===== config.mk =====
export PLATFORM = sky130hd
export DESIGN_NAME = branch_pc_unit
export DESIGN_NICKNAME = d
export VERILOG_FILES = /design/src/rtl/branch_pc_unit.sv
export SDC_FILE = /design/constraint.sdc
export NUM_CORES = 1
export LEC_CHECK = 0
export CAP_MARGIN = 5
export CORE_UTILIZATION = 55
export DETAILED_ROUTE_END_ITERATION = 16
export PLACE_DENSITY = 0.87
export SYNTH_ARGS = -nofsm -noshare
export SYNTH_HDL_FRONTEND = slang
export SYNTH_SLANG_ARGS = --single-unit

===== constraint.sdc =====
create_clock -name clk -period 8.32 [get_ports clk]
set_input_delay 1.664 -clock clk [delete_from_list [all_inputs] [get_ports clk]]
set_output_delay 1.664 -clock clk [all_outputs]
set_load 0.03 [all_outputs]

===== src/rtl/branch_pc_unit.sv =====
// Next-PC stage of the RV32 single-cycle core: branch resolve, PC register,
// misaligned-target trap FSM and retired/taken branch counters.
module branch_pc_unit #(
    parameter logic [31:0] RESET_PC = 32'h0000_0000,
    parameter logic [31:0] TRAP_VEC = 32'h0000_0100,
    parameter int          CNT_W    = 32
) (
    input  logic             clk,
    input  logic             rst_n,
    input  logic             stall,
    input  logic             is_branch,
    input  logic             is_jal,
    input  logic             is_jalr,
    input  logic [2:0]       funct3,
    input  logic [31:0]      imm,
    input  logic [31:0]      rs1_data,
    input  logic             BrEq,
    input  logic             BrLT,
    output logic             BrUn,
    output logic [31:0]      pc,
    output logic [31:0]      pc_plus4,
    output logic             br_taken,
    output logic             trap,
    output logic [31:0]      trap_epc,
    output logic [31:0]      trap_addr,
    input  logic             trap_ack,
    output logic [CNT_W-1:0] branch_cnt,
    output logic [CNT_W-1:0] taken_cnt
);

    typedef enum logic {RUN, TRAP} state_t;

    state_t           state_q, state_d;
    logic [31:0]      pc_q, pc_d;
    logic [31:0]      epc_q, epc_d;
    logic [31:0]      addr_q, addr_d;
    logic [CNT_W-1:0] bcnt_q, bcnt_d;
    logic [CNT_W-1:0] tcnt_q, tcnt_d;

    logic        cond;
    logic        br_cond;
    logic        redirect;
    logic [31:0] target;
    logic [31:0] jalr_sum;

    always_comb begin
        cond = 1'b0;
        case (funct3)
            3'b000:          cond = BrEq;
            3'b001:          cond = !BrEq;
            3'b100, 3'b110:  cond = BrLT;
            3'b101, 3'b111:  cond = !BrLT;
            default:         cond = 1'b0;
        endcase
    end

    assign BrUn     = funct3[2] & funct3[1];
    assign br_cond  = is_branch & cond;
    assign jalr_sum = rs1_data + imm;
    assign target   = is_jalr ? {jalr_sum[31:1], 1'b0} : pc_q + imm;
    // No redirect is ever reported while the trap is pending.
    assign redirect = (state_q == RUN) & (is_jalr | is_jal | br_cond);

    always_comb begin
        state_d = state_q;
        pc_d    = pc_q;
        epc_d   = epc_q;
        addr_d  = addr_q;
        bcnt_d  = bcnt_q;
        tcnt_d  = tcnt_q;
        case (state_q)
            RUN: begin
                if (!stall) begin
                    if (redirect && target[1]) begin
                        epc_d   = pc_q;
                        addr_d  = target;
                        state_d = TRAP;
                    end else begin
                        pc_d = redirect ? target : pc_q + 32'd4;
                        if (is_branch) begin
                            bcnt_d = bcnt_q + 1'b1;
                            if (cond) tcnt_d = tcnt_q + 1'b1;
                        end
                    end
                end
            end
            TRAP: begin
                if (trap_ack) begin
                    pc_d    = TRAP_VEC;
                    state_d = RUN;
                end
            end
            default: state_d = RUN;
        endcase
    end

    always_ff @(posedge clk or negedge rst_n) begin
        if (!rst_n) begin
            state_q <= RUN;
            pc_q    <= RESET_PC;
            epc_q   <= '0;
            addr_q  <= '0;
            bcnt_q  <= '0;
            tcnt_q  <= '0;
        end else begin
            state_q <= state_d;
            pc_q    <= pc_d;
            epc_q   <= epc_d;
            addr_q  <= addr_d;
            bcnt_q  <= bcnt_d;
            tcnt_q  <= tcnt_d;
        end
    end

    assign pc         = pc_q;
    assign pc_plus4   = pc_q + 32'd4;
    assign br_taken   = redirect;
    assign trap       = (state_q == TRAP);
    assign trap_epc   = epc_q;
    assign trap_addr  = addr_q;
    assign branch_cnt = bcnt_q;
    assign taken_cnt  = tcnt_q;

endmodule


## After elaboration in Yosys (flattened, before gate mapping)

Cells that the tools add are included.

| storage, ports and cells | value |
|---|---|
| register bits after elaboration | 161 |
| bits of input ports | 76 |
| logic and storage cells | 48 |

| operators by class | value |
|---|---|
| $add $sub $neg | 5 |
| equality and inequality tests | 8 |
| multiplexer cells | 11 |
| bitwise gates (word level) | 8 |
| reductions and logical operators | 10 |

Operator list:

| kind | number |
|---|---|
| $mux W32 | 5 |
| $add A32 B1 Y32 const B | 2 |
| $add A32 B32 Y32 | 2 |
| $pmux W32 S2 | 1 |
| $add A32 B3 Y32 const B | 1 |
| $eq A3 B3 Y1 const B | 4 |
| $ne A2 B2 Y1 const B | 3 |
| $reduce_and A3 Y1 | 2 |
| $reduce_and A5 Y1 | 1 |
| $pmux W1 S4 | 1 |
| $reduce_and A4 Y1 | 1 |
| $reduce_or A2 Y1 | 2 |
| $and A1 B1 Y1 | 3 |
| $eq A3 B1 Y1 const B | 1 |
| $logic_not A3 Y1 | 1 |
| $mux W1 | 3 |
| $not A1 Y1 | 3 |
| $logic_not A1 Y1 | 2 |
| $or A1 B1 Y1 | 2 |
| $pmux W1 S2 | 1 |
| $logic_and A1 B1 Y1 | 1 |

## Logic depth before layout (Yosys ltp)

| depth | value |
|---|---|
| word-level depth | 10 |
| depth in mapped cells | 12 |
| mapped depth without buffers | 11 |

## Least setup slack after synthesis

No wires, ideal clock.

| path | value |
|---|---|
| path kind | input to output |
| start point | in funct3[0] |
| end point | out br_taken |
| arrival time | 2.982 ns |
| setup slack | 3.674 ns |
| cell stages on the path | 7 |
| cells stage by stage | xor2_1 -> a22o_1 -> a211o_1 -> buf_2 -> nand2_1 -> inv_2 -> clkbuf_1 |

| between the ends | value |
|---|---|
| word-level cells in the longest chain between the ends | 6 |
| elaborated cells on any way between the ends | 12 |
| those cells by class | 5 x eq/ne; 1 x mux; 3 x bitwise; 3 x reduce/logical |

Ends and longest elaborated chain:

| item | line | text |
|---|---|---|
| from (decl) | 14 | `input logic [2:0] funct3,` |
| $eq A3 B3 Y1 | 48 | `case (funct3)` |
| $reduce_or A2 Y1 | 48 |  |
| $pmux W1 S4 * | 48 |  |
| $and A1 B1 Y1 * | 58 | `assign br_cond = is_branch & cond;` |
| $or A1 B1 Y1 * | 62 | `assign redirect = (state_q == RUN) & (is_jalr \| is_jal \| br_cond);` |
| $and A1 B1 Y1 * | 62 |  |
| to (decl) | 22 | `output logic br_taken,` |

Mark *: on every way between the ends. The rest lies on a longest branch, timed or not.

## Final worst setup path

Same ends and word-level chain as after synthesis.

==> reports/metrics.yaml <==
yosys:
  synth_area_per_cell_um2: 8.44
  synth_area_um2: 11200
  yosys_warnings: 0
  synth_top_cell_area_share_pct: 35.8
  post_synth_inst_count: 1331
  synth.distinct_cells: 79
  ys_top_cells_by_count: "nand2_1, dfrtp_1, nor2_1"
  synth-main-ff-cell: "dfrtp_1"
  async_flop_share_pct: 100
  synth.area.top_cells: "dfrtp_1, nand2_1, ha_1"
  syn_nets: 1473
  ys_seq_area_share_pct: 35.8
  synth_top_area_cell: "dfrtp_1"
  synth_most_common_cell: "nand2_1"
  ys_seq_elements: 161
  synth_edf_count: 0
clocking:
  cts_sinks: 161
  ctsRootBufferMaster: "clkbuf_16"
  clock_path_buffers: 2
  cts.htree.levels: 4
  hold_buffers: 0
  cts_buffers: 17
  clock_latency_ns: 0.43
  cts_resized: 0
  cts_tree: "built"
  clk_pin_slew_worst_paths_ns: 0.06
  cts_setup_buffers: 0
layout:
  final_nets: 1706
  seq_area_um2: 4030
  stdcell_count: 1842
  antennaDiodeCount: 0
  fill_cells: 1441
  syn2layout_area_growth_pct: 30.7
  multiInputGateArea_um2: 6900
  drive_above_1_share_pct: 4.69
sta:
  finalSetupTns_ns: 0
  relSlewSlack_pct: 27.6
  final-hold-violation-count: 0
  max_freq_ghz: 0.162
  worst_pin_slew_ns: 1.08
  fin_skew_ns: 0.00762
  maxSlewViolCount: 0
  rsz0062_at_grt: "no"
  finalSetupViolCount: 0
  min_period_over_period_pct: 74.4
  period_minus_slack_ns: 6.19
pwr:
  p_int_uw: 2570
  power_frac_seq_pct: 27.2
  combPwrFrac_pct: 56.7
  ir_worst_vdd_v: 0.000180
  switchingPower_uw: 2400
  pwr-share-clk_pct: 16.1
  power_density_nw_per_um2: 338
  power.leakage_uw: 0.00645
  swShare_pct: 48.3
run:
  cap_violations: 0
die:
  die_y_um: 145
  coreArea_um2: 19700
  ios: 271
  rows: 51
  dieArea_um2: 21000
  initial_core_util_pct: 57.0
  fp.dieW_um: 145
global_route:
  grt_pass1_vias: 10900
  grt_pass1_wl_um: 58900
  antenna_found_initial: 0
  globalRouteOverflowTotal: 0
  grt_max_degree: 91
  track_usage_pct: 35.7
placement:
  gp_congestion: 0.973
  dp_cells: 1809
  portBuffers: 270
  hpwl_um: 28800
route:
  drt_wl_total_um: 37400
  viasPerCell: 6.18
  ant_nets: 0
  first_pass_iters: 5
  drtIter0Drc: 1005
  vias: 11400
  post_drt_wl_per_cell_um: 20.3
  drc_errors: 0
hold_path:
  min_from: "trap_epc[11]$_DFFE_PN0P_"
  min_path_type: "flip-flop to flip-flop"
  hold_path_depth: 2
  worstHoldEndpoint: "trap_epc[11]$_DFFE_PN0P_"
worst_setup_path:
  worstSetupEndpointType: "output port"
  rrSetupSlack_ns: 4.88
  cp-start-kind: "input pin"
  worst-r2r-cell-count: 10
  critPathKind: "input pin to output port"
  worstPathArrival_ns: 4.53
  required_ns: 6.66
  timing.rr.start: "pc[0]$_DFFE_PN0P_"
  r2r-end: "taken_cnt[28]$_DFFE_PN0P_"
  critPathMaxFanout: 16
outcome:
  outcome: "complete, no violations"
==> critical path, stage by stage <==
cell and delay, ns:
clkdlybuf4s50_1 0.53, xor2_1 0.17, a22o_1 0.26, a211o_1 0.39, nand2_1 0.41, inv_2 0.35
clkdlybuf4s50_1 0.73
==> state kept, by name, summed over array words and instances, names as in the netlist <==
register,flops
branch_cnt,32
pc,32
taken_cnt,32
trap,1
trap_addr,32
trap_epc,32
==> routing by layer <==
layer | wire length, um | part of all wire [%] | vias to the layer above | GRT usage, %
li1 | - | - | 5206 | -
met1 | 15200 | 41 | 5426 | 48.1
met2 | 17400 | 47 | 662 | 58.2
met3 | 3590 | 9.6 | 89 | 5.94
met4 | 1130 | 3.0 | 0 | 12.2
met5 | 0 | 0 | - | 0
==> logic make-up (layout without fill, tap and decap cells) <==
group / count (synthesis) / in the layout / share of synthesized area [%]
DFF: 161 / 161 / 35.8
muxes: 18 / 18 / 1.70
xor gates and xnor gates: 141 / 141 / 11.0
and+or+nand+nor: 531 / 531 / 21.9
buffers and inverters: 81 / 327 / 2.94
adders and majority gates: 66 / 66 / 7.48
AOI/OAI and AO/OA: 333 / 333 / 19.1
==> power groups by stage <==
| stage | registers (uW) | logic (uW) | clock network (uW) |
|---|---|---|---|
| 6_report | 1350 | 2820 | 800 |
| 3_5_place_dp | 1350 | 2760 | 0 |
| 5_1_grt | 1370 | 2980 | 838 |
| 3_3_place_gp | 1330 | 2710 | 0 |
| 4_1_cts | 1330 | 2780 | 804 |
| 2_1_floorplan | 1670 | 1300 | 0 |
==> area by class of cell <==
class,instances,area share (%)
Sequential cell,161,27.4
Multi-Input combinational cell,1089,47.0
Timing Repair Buffer,278,18.8
Clock buffer,20,3.11
Inverter,17,0.434
Clock inverter,12,0.997
Tap cell,265,2.26
==> metrics by stage <==
step           setup slack, ns  hold WS (ns)  total power, uW  area, um2  utilization, %
2_1_floorplan             3.67         0.647             2970      11200               -
3_3_place_gp              2.27         0.449             4050      14100            71.4
3_5_place_dp              2.23         0.463             4100      14100            71.4
4_1_cts                   2.20         0.480             4910      14700            74.4
5_1_grt                   2.04         0.506             5190      14700            74.5
6_report                  2.13         0.478             4970      14700            74.5
==> worst max path at each step <==
stage / startpoint / to / slack (ns) / cells past startpoint
3_3_place_gp: funct3[0] / br_taken / 2.27 / 7
4_1_cts: funct3[0] / br_taken / 2.20 / 7
6_report: funct3[0] / br_taken / 2.13 / 7
3_5_place_dp: funct3[0] / br_taken / 2.23 / 7
2_1_floorplan: funct3[0] / br_taken / 3.67 / 7
5_1_grt: funct3[0] / br_taken / 2.04 / 7
==> cell usage in the layout (no fill, tap or decap), types with 8 or more instances in the layout <==
master	synthesis	final
and4_1	9	9
o21a_1	12	12
mux2i_1	9	9
o21ai_1	48	48
inv_1	15	15
and2_1	14	14
a21oi_1	84	83
nand4_1	27	27
dfrtp_1	161	161
o21ai_0	60	60
a21o_1	23	23
clkdlybuf4s50_1	0	268
nand3_1	57	57
mux2_2	9	9
xor2_1	52	52
o211ai_1	10	10
clkbuf_16	0	17
and3_1	29	29
ha_1	64	64
a31oi_1	8	8
nand2_1	240	240
nor3_1	17	16
a211oi_1	10	10
nor2_1	90	90
xnor2_1	89	89
nand2b_1	8	8
Power figures use the tool's default switching activity.
